<file path="src/rtl/pkg_smartcargo.sv">
// Shared types for the request queue: floor numbers, queued stops and insertion FSM states.
package pkg_smartcargo;

    localparam int ANDAR_W = 2;

    typedef logic [ANDAR_W-1:0] andar_t;

    typedef struct packed {
        logic   eh_origem;
        andar_t andar;
    } parada_t;

    typedef enum logic [1:0] {
        OCIOSO        = 2'd0,
        GRAVA_ORIGEM  = 2'd1,
        GRAVA_DESTINO = 2'd2
    } estado_t;

endpackage

</file>
<file path="src/rtl/fifo_paradas.sv">
// Circular buffer of stops with occupancy count; pop on empty is ignored, clear flushes.
module fifo_paradas
    import pkg_smartcargo::*;
#(
    parameter int DEPTH = 8,
    parameter int CNT_W = 4
) (
    input  logic               clock,
    input  logic               reset,
    input  logic               clear,
    input  logic               push,
    input  logic [ANDAR_W:0]   din,
    input  logic               pop,
    output logic [ANDAR_W:0]   head,
    output logic [CNT_W-1:0]   count
);
    localparam int PTR_W = $clog2(DEPTH);

    parada_t            mem [DEPTH];
    logic [PTR_W-1:0]   wr_ptr_q, wr_ptr_d;
    logic [PTR_W-1:0]   rd_ptr_q, rd_ptr_d;
    logic [CNT_W-1:0]   count_q, count_d;
    logic               pop_ok;

    assign pop_ok = pop && (count_q != '0);

    always_comb begin
        wr_ptr_d = wr_ptr_q;
        rd_ptr_d = rd_ptr_q;
        count_d  = count_q;
        if (clear) begin
            wr_ptr_d = '0;
            rd_ptr_d = '0;
            count_d  = '0;
        end else begin
            if (push)   wr_ptr_d = wr_ptr_q + PTR_W'(1);
            if (pop_ok) rd_ptr_d = rd_ptr_q + PTR_W'(1);
            if (push && !pop_ok)      count_d = count_q + CNT_W'(1);
            else if (!push && pop_ok) count_d = count_q - CNT_W'(1);
        end
    end

    always_ff @(posedge clock or negedge reset) begin
        if (!reset) begin
            wr_ptr_q <= '0;
            rd_ptr_q <= '0;
            count_q  <= '0;
        end else begin
            wr_ptr_q <= wr_ptr_d;
            rd_ptr_q <= rd_ptr_d;
            count_q  <= count_d;
        end
    end

    // Storage needs no reset: entries are only visible while count is non-zero.
    always_ff @(posedge clock) begin
        if (push && !clear) mem[wr_ptr_q] <= parada_t'(din);
    end

    assign head  = mem[rd_ptr_q];
    assign count = count_q;

endmodule

</file>
<file path="src/rtl/fila_pedidos.sv">
// Request queue in front of the movement FSM: splits each request into pickup/drop-off stops.
//   state         | meaning
//   OCIOSO        | waiting for a request; validates origin != destination
//   GRAVA_ORIGEM  | writing the pickup stop
//   GRAVA_DESTINO | writing the drop-off stop
module fila_pedidos
    import pkg_smartcargo::*;
#(
    parameter int DEPTH = 8,
    parameter int CNT_W = 4
) (
    input  logic               clock,
    input  logic               reset,
    input  logic               clear,
    input  logic               pedido_valid,
    output logic               pedido_ready,
    input  logic [ANDAR_W-1:0] pedido_origem,
    input  logic [ANDAR_W-1:0] pedido_destino,
    output logic               pedido_invalido,
    input  logic               shift,
    input  logic [ANDAR_W-1:0] andar_atual,
    output logic [ANDAR_W-1:0] destino_atual,
    output logic               temDestino,
    output logic               eh_origem,
    output logic               sobe,
    output logic               chegouDestino,
    output logic [CNT_W-1:0]   ocupacao,
    output logic [1:0]         db_estado
);
    estado_t          estado_q, estado_d;
    andar_t           origem_q, origem_d;
    andar_t           destino_q, destino_d;
    logic             invalido_q, invalido_d;
    logic             push;
    parada_t          din;
    parada_t          head;
    logic [CNT_W-1:0] count;
    logic             espaco;

    // Two free slots are reserved up front so the second write can never overflow.
    assign espaco = (count <= CNT_W'(DEPTH - 2));

    always_comb begin
        estado_d     = estado_q;
        origem_d     = origem_q;
        destino_d    = destino_q;
        invalido_d   = 1'b0;
        push         = 1'b0;
        din          = '0;
        pedido_ready = 1'b0;
        case (estado_q)
            OCIOSO: begin
                pedido_ready = espaco;
                if (pedido_valid && espaco) begin
                    origem_d  = pedido_origem;
                    destino_d = pedido_destino;
                    if (pedido_origem == pedido_destino) invalido_d = 1'b1;
                    else                                 estado_d   = GRAVA_ORIGEM;
                end
            end
            GRAVA_ORIGEM: begin
                push     = 1'b1;
                din      = '{eh_origem: 1'b1, andar: origem_q};
                estado_d = GRAVA_DESTINO;
            end
            GRAVA_DESTINO: begin
                push     = 1'b1;
                din      = '{eh_origem: 1'b0, andar: destino_q};
                estado_d = OCIOSO;
            end
            default: estado_d = OCIOSO;
        endcase
        if (clear) begin
            estado_d   = OCIOSO;
            invalido_d = 1'b0;
            push       = 1'b0;
        end
    end

    always_ff @(posedge clock or negedge reset) begin
        if (!reset) begin
            estado_q   <= OCIOSO;
            origem_q   <= '0;
            destino_q  <= '0;
            invalido_q <= 1'b0;
        end else begin
            estado_q   <= estado_d;
            origem_q   <= origem_d;
            destino_q  <= destino_d;
            invalido_q <= invalido_d;
        end
    end

    fifo_paradas #(
        .DEPTH (DEPTH),
        .CNT_W (CNT_W)
    ) u_fifo (
        .clock (clock),
        .reset (reset),
        .clear (clear),
        .push  (push),
        .din   (din),
        .pop   (shift),
        .head  (head),
        .count (count)
    );

    assign temDestino      = (count != '0);
    assign destino_atual   = temDestino ? head.andar : '0;
    assign eh_origem       = temDestino && head.eh_origem;
    assign sobe            = temDestino && (destino_atual > andar_atual);
    assign chegouDestino   = temDestino && (destino_atual == andar_atual);
    assign ocupacao        = count;
    assign db_estado       = estado_q;
    assign pedido_invalido = invalido_q;

endmodule

</file>
<file path="config.mk">
export PLATFORM = sky130hd
export DESIGN_NAME = fila_pedidos
export DESIGN_NICKNAME = d
export VERILOG_FILES = /design/src/rtl/pkg_smartcargo.sv /design/src/rtl/fifo_paradas.sv /design/src/rtl/fila_pedidos.sv
export SDC_FILE = /design/constraint.sdc
export NUM_CORES = 1
export LEC_CHECK = 0
export CAP_MARGIN = 30
export CORE_MARGIN = 4
export CORE_UTILIZATION = 40
export DETAILED_ROUTE_END_ITERATION = 8
export HOLD_SLACK_MARGIN = 0.06
export PLACE_DENSITY = 0.72
export SLEW_MARGIN = 0
export SYNTH_ARGS = -nofsm -noshare
export SYNTH_HDL_FRONTEND = slang
export SYNTH_SLANG_ARGS = --single-unit
</file>
<file path="constraint.sdc">
create_clock -name clock -period 3.6 [get_ports clock]
set_input_delay 0.72 -clock clock [delete_from_list [all_inputs] [get_ports clock]]
set_output_delay 0.72 -clock clock [all_outputs]
set_load 0.05 [all_outputs]
</file>
==> results of run 1 <==
==> critical path, delay by kind of cell, from the launching register on <==
kind / cells / cell delay [ns]
buffers and inverters: 1 / 0.18
multiplexers: 2 / 0.69
flip-flops: 1 / 0.60
AO/OA/AOI/OAI: 1 / 0.19
AND/OR/NAND/NOR: 3 / 0.27
adder cells (fa/ha/maj): 1 / 0.31
==> sequential cells by signal (all words and copies together), names as in the netlist <==
name and cells:
u_fifo.wr_ptr_q 3, u_fifo.rd_ptr_q 3, u_fifo.count 4, origem_q 2
destino_q 2, db_estado 2, u_fifo.mem 24, pedido_invalido 1
==> worst min-delay path by stage <==
stage                    to  slack, ns  depth (start not counted)
2_1_floorplan  db_estado[0]       0.42                          0
3_3_place_gp   destino_q[0]       0.49                          1
3_5_place_dp   destino_q[1]       0.50                          1
4_1_cts        destino_q[1]       0.52                          1
5_1_grt        destino_q[1]       0.53                          1
6_report       destino_q[1]       0.51                          1
==> cells by family (layout without fill, tap and decap cells) <==
logic type	Yosys count	in the layout	share of synthesized area, %
simple gates	52	52	12.6
flops	41	41	56.4
mux	17	17	12.3
buf+inv	15	43	2.83
fa+ha+maj	12	12	7.75
compound gates	11	11	4.74
xor+xnor	8	8	3.45
==> cells in the final DEF (no fill, tap or decap), drive strengths merged <==
master / count
a21oi: 2
dfrtp: 17
fa: 1
bufinv: 1
o21a: 1
nand2: 8
clkdlybuf4s50: 22
clkbuf: 6
nor3: 6
a211oi: 1
nor4: 1
mux4: 6
o311a: 1
buf: 3
nor2: 20
nor2b: 4
xnor2: 6
o41ai: 1
and2: 3
edfxtp: 24
nor4b: 1
a22oi: 2
mux2i: 7
inv: 10
xor2: 2
ha: 11
and3: 1
a31oi: 2
mux2: 4
o21ai: 1
clkinv: 1
nand2b: 8
==> cell type report <==
class | count | area (sq um) | area share (%)
Sequential cell | 41 | 1150 | 46.4
Multi-Input combinational cell | 100 | 842 | 34.1
Timing Repair Buffer | 25 | 255 | 10.3
Tap cell | 67 | 83.8 | 3.39
Clock buffer | 6 | 72.6 | 2.94
Inverter | 10 | 37.5 | 1.52
Clock inverter | 2 | 35.0 | 1.42
==> power by group through the flow <==
stage | registers, mW | logic (mW) | clock network, mW
after floorplan | 0.768 | 0.739 | 0
after global placement | 0.713 | 1.07 | 0
after detailed placement | 0.722 | 1.11 | 0
after CTS | 0.712 | 1.11 | 0.361
after global routing | 0.724 | 1.19 | 0.380
final | 0.710 | 1.09 | 0.351
==> metal layers <==
layer	up-vias	track usage [%]	part of all wire [%]
li1	601	-	-
met1	591	14.3	45
met2	27	20.5	51
met3	2	3.29	3.8
met4	0	2.58	0.63
met5	-	0	0
==> flow_metrics.env, run 1 <==
export IMPL_status="complete, no violations"
export IMPL_leakagePower_nw=0.946
export IMPL_post_cts_resized=0
export IMPL_wirelength_microns=3360
export IMPL_slew_headroom_pct=47.7
export IMPL_reg2reg_to="u_fifo.count[3]"
export IMPL_max_vdd_ir_drop_uv=498
export IMPL_setup_viol_count_final=0
export IMPL_cts_setup_buffers=0
export IMPL_hp_start="destino_q[1]"
export IMPL_place_gp_congestion=0.785
export IMPL_rr_startpoint="db_estado[0]"
export IMPL_swShare_pct=41.5
export IMPL_netlist_area_leader_share_pct=35.4
export IMPL_crit_path_max_fanout=8
export IMPL_cts_tree="yes"
export IMPL_ys_ff_latch=41
export IMPL_p_sw_uw=895
export IMPL_skew_ns=0.00386
export IMPL_layout_setup_ws_ns=0.349
export IMPL_die_area_sq_um=6290
export IMPL_portBuffers=24
export IMPL_syn_area_per_cell_sq_um=13.0
export IMPL_rrSetupSlack_ns=0.79
export IMPL_grt_ovfl_total=0
export IMPL_start_kind="flop"
export IMPL_fin_crit_ns=3.25
export IMPL_worstHoldPathType="flop to flop"
export IMPL_vias=1221
export IMPL_crit_end="sobe"
export IMPL_fillers=424
export IMPL_postRouteAntennaNets=0
export IMPL_internal_power_mw=1.26
export IMPL_min_period_over_period_pct=90.3
export IMPL_grt_max_degree=18
export IMPL_crit_path_end_kind="output pin"
export IMPL_hold_buffers=0
export IMPL_grt_pass1_wl_microns=5780
export IMPL_yosysSeqAreaShare_pct=56.4
export IMPL_cts_sinks=41
export IMPL_placed_cells=243
export IMPL_firstDrtPassIters=4
export IMPL_max_clock_freq_mhz=308
export IMPL_worstPathArrival_ns=2.53
export IMPL_dp_hpwl_microns=2610
export IMPL_cts_buffers=5
export IMPL_netlist_area_sq_um=2030
export IMPL_clock_latency_ns=0.28
export IMPL_h_tree_depth=2
export IMPL_synth_cell_types=30
export IMPL_crit_path_start="u_fifo.rd_ptr_q[0]"
export IMPL_ys_flop_type="edfxtp_1"
export IMPL_floorplan_die_width_microns=79.3
export IMPL_synth_edf_count=24
export IMPL_seqPwrFrac_pct=32.9
export IMPL_power_frac_clock_pct=16.3
export IMPL_yosys_area_top_type="edfxtp_1"
export IMPL_ios=25
export IMPL_maxCapViolations=0
export IMPL_finalHoldViolCount=0
export IMPL_cts_max_path_buffers=2
export IMPL_place_area_sq_um=2360
export IMPL_antenna_found_initial=0
export IMPL_wl_per_cell_microns=13.4
export IMPL_rsz0062_at_grt="false"
export IMPL_start_util_pct=42.2
export IMPL_fin_tns_setup_ns=0
export IMPL_comb_power_share_pct=50.8
export IMPL_syn_inst=156
export IMPL_ys_warn_count=0
export IMPL_drc_errors=0
export IMPL_cp_slowest_cell="dfrtp_1"
export IMPL_crit_path_max_incr_delay_ns=0.60
export IMPL_crit_chain="mux4_2 > mux2i_1 > nor2_1 > ha_1 > nor2b_1 > o21ai_0 > nor2_2 > buf_12"
export IMPL_fp_dieH_microns=79.3
export IMPL_pre_cts_slack_ns=0.606
export IMPL_coreArea_sq_um=4820
export IMPL_cts_clk_slew_worst_paths_ns=0.07
export IMPL_vias_per_cell=4.86
export IMPL_grt_usage_pct=11.7
export IMPL_power_mw=2.16
export IMPL_fp_row_count=25
export IMPL_cp_required_ns=2.88
export IMPL_drv_slew=0
export IMPL_synth_nets=179
export IMPL_first_iter_violations=99
export IMPL_synthTopCellsByArea="edfxtp_1, dfrtp_1, ha_1"
export IMPL_reg2reg_depth=9
export IMPL_grt_pass1_vias=1269
export IMPL_ys_async_sr_fraction_pct=41.5
export IMPL_synth_most_common_cell="edfxtp_1"
export IMPL_design_area_sq_um=2470
export IMPL_syn_to_final_growth_pct=21.6
export IMPL_hold_slack_ns=0.512
export IMPL_layout_core_utilization_pct=51.3
export IMPL_worst_setup_path_type="flop to output pin"
export IMPL_fin_cells=251
export IMPL_antennaDiodeCount=0
export IMPL_drive_gt1_share_pct=14.1
export IMPL_synth_commonest_cells="edfxtp_1, nor2_1, dfrtp_1, ha_1, inv_1"
export IMPL_tightest_slew_ns=0.783
export IMPL_cellPowerDensity_nw_per_um2=872
export IMPL_nets=206
export IMPL_clock_root_buffer="clkbuf_8"
No activity file was read; power rests on OpenSTA's default activity.
==> inputs of run 2 (changes only) <==
--- a/config.mk
+++ b/config.mk
@@ -13,3 +13,2 @@
 export PLACE_DENSITY = 0.72
-export SLEW_MARGIN = 0
 export SYNTH_ARGS = -nofsm -noshare
--- a/constraint.sdc
+++ b/constraint.sdc
@@ -3,2 +3,2 @@
 set_output_delay 0.72 -clock clock [all_outputs]
-set_load 0.05 [all_outputs]
+set_load 0.005 [all_outputs]
==> flow_metrics.env, run 2 (synthesized netlist as in run 1, its figures left out) <==
export IMPL_cp_required_ns=2.88
export IMPL_internal_power_mw=1.18
export IMPL_regMostFlops="u_fifo.mem"
export IMPL_top_regs="u_fifo.mem: 24 flops, u_fifo.count: 4 flops"
export IMPL_fp_dieH_microns=79.3
export IMPL_regArea_sq_um=1150
export IMPL_hold_slack_ns=0.520
export IMPL_clock_root_buffer="clkbuf_8"
export IMPL_fin_crit_ns=3.39
export IMPL_fin_cells=252
export IMPL_worstPathArrival_ns=2.67
export IMPL_vias=1249
export IMPL_start_util_pct=42.2
export IMPL_antenna_found_initial=0
export IMPL_drv_slew=0
export IMPL_grt_pass1_vias=1336
export IMPL_power_frac_clock_pct=16.0
export IMPL_crit_path_max_fanout=8
export IMPL_syn_to_final_growth_pct=20.0
export IMPL_rsz0062_at_grt="false"
export IMPL_max_vdd_ir_drop_uv=353
export IMPL_tightest_slew_ns=0.788
export IMPL_floorplan_die_width_microns=79.3
export IMPL_leakagePower_nw=0.931
export IMPL_cts_tree="yes"
export IMPL_dp_hpwl_microns=2810
export IMPL_start_kind="flop"
export IMPL_grt_ovfl_total=0
export IMPL_swShare_pct=34.4
export IMPL_max_clock_freq_mhz=295
export IMPL_fp_row_count=25
export IMPL_placed_cells=244
export IMPL_postRouteAntennaNets=0
export IMPL_comb_power_share_pct=44.5
export IMPL_fin_tns_setup_ns=0
export IMPL_slew_headroom_pct=47.3
export IMPL_cts_buffers=5
export IMPL_portBuffers=24
export IMPL_grt_max_degree=18
export IMPL_largest_register_ff_count=24
export IMPL_first_iter_violations=65
export IMPL_seqPwrFrac_pct=39.5
export IMPL_status="complete, no violations"
export IMPL_setup_viol_count_final=0
export IMPL_grt_usage_pct=12.7
export IMPL_fillers=443
export IMPL_ios=25
export IMPL_clock_latency_ns=0.29
export IMPL_wl_per_cell_microns=14.3
export IMPL_cts_sinks=41
export IMPL_min_period_over_period_pct=94.3
export IMPL_drc_errors=0
export IMPL_grt_pass1_wl_microns=6160
export IMPL_maxCapViolations=0
export IMPL_layout_common_cells="clkdlybuf4s50_1, edfxtp_1, nor2_1"
export IMPL_cts_max_path_buffers=2
export IMPL_nets=207
export IMPL_die_area_sq_um=6290
export IMPL_place_gp_congestion=0.754
export IMPL_hold_buffers=0
export IMPL_h_tree_depth=2
export IMPL_antennaDiodeCount=0
export IMPL_crit_path_end_kind="output pin"
export IMPL_coreArea_sq_um=4820
export IMPL_cts_clk_slew_worst_paths_ns=0.08
export IMPL_vias_per_cell=4.96
export IMPL_wirelength_microns=3600
export IMPL_p_sw_uw=618
export IMPL_cellPowerDensity_nw_per_um2=737
export IMPL_worst_setup_path_type="flop to output pin"
export IMPL_firstDrtPassIters=4
export IMPL_worstHoldPathType="flop to flop"
export IMPL_post_cts_resized=0
export IMPL_skew_ns=0.00456
export IMPL_finalHoldViolCount=0
export IMPL_cts_setup_buffers=0
export IMPL_drive_gt1_share_pct=13.0
export IMPL_multi_input_area_sq_um=830
export IMPL_layout_core_utilization_pct=50.6
## run 2: power by group through the flow
stage                     combinational, mW  sequential, mW  clock [mW]
after global routing                  0.887           0.728       0.318
after CTS                             0.814           0.709       0.299
after global placement                0.765           0.711           0
after floorplan                       0.530           0.678           0
after detailed placement              0.809           0.719           0
final                                 0.800           0.710       0.287
## run 2: path summary, 6_finish.rpt
kind / end / slack [ns] / depth (start not counted) / from
worst min-delay path: destino_q[1] / 0.52 / 1 / destino_q[1]
min in group asynchronous: destino_q[1] / 0.89 / 1 / reset
worst min register to register: destino_q[1] / 0.52 / 1 / destino_q[1]
max in group asynchronous: u_fifo.rd_ptr_q[0] / 2.17 / 1 / reset
worst max-delay path: sobe / 0.21 / 8 / u_fifo.rd_ptr_q[0]
worst max register to register: u_fifo.count[3] / 0.75 / 9 / db_estado[0]
## run 2: cell type report
cell class | count | area share, %
repair buffers | 26 | 10.5
clock inverters | 3 | 0.718
clock buffers | 5 | 2.82
inverters | 10 | 1.54
flip-flops and latches | 41 | 47.0
well taps | 67 | 3.44
multi-input cells | 100 | 34.0
## run 2: per-layer routing
metal	track usage [%]	vias to the layer above	wire (microns)
met4	3.61	0	36
met1	14.0	612	1460
met3	3.63	5	155
li1	-	605	-
met2	23.7	27	1950
met5	0	-	0
## run 2: worst max-delay path: stages, from the launching register on
cell and delay (ns):
dfrtp_2 0.51, mux4_2 0.53, mux2i_1 0.14, nor2_1 0.08, ha_1 0.30, nor2b_1 0.15
o21ai_0 0.09, nor2_1 0.09, clkdlybuf4s50_1 0.50
## run 2: per-stage QoR
| stage | worst slack [ns] | instance area [sq um] | power [mW] |
|---|---|---|---|
| finish | 0.206 | 2440 | 1.80 |
| global route | 0.0795 | 2440 | 1.93 |
| CTS | 0.0337 | 2440 | 1.82 |
| detailed placement | 0.358 | 2350 | 1.53 |
| global placement | 0.493 | 2350 | 1.48 |
| floorplan | 0.956 | 2030 | 1.21 |
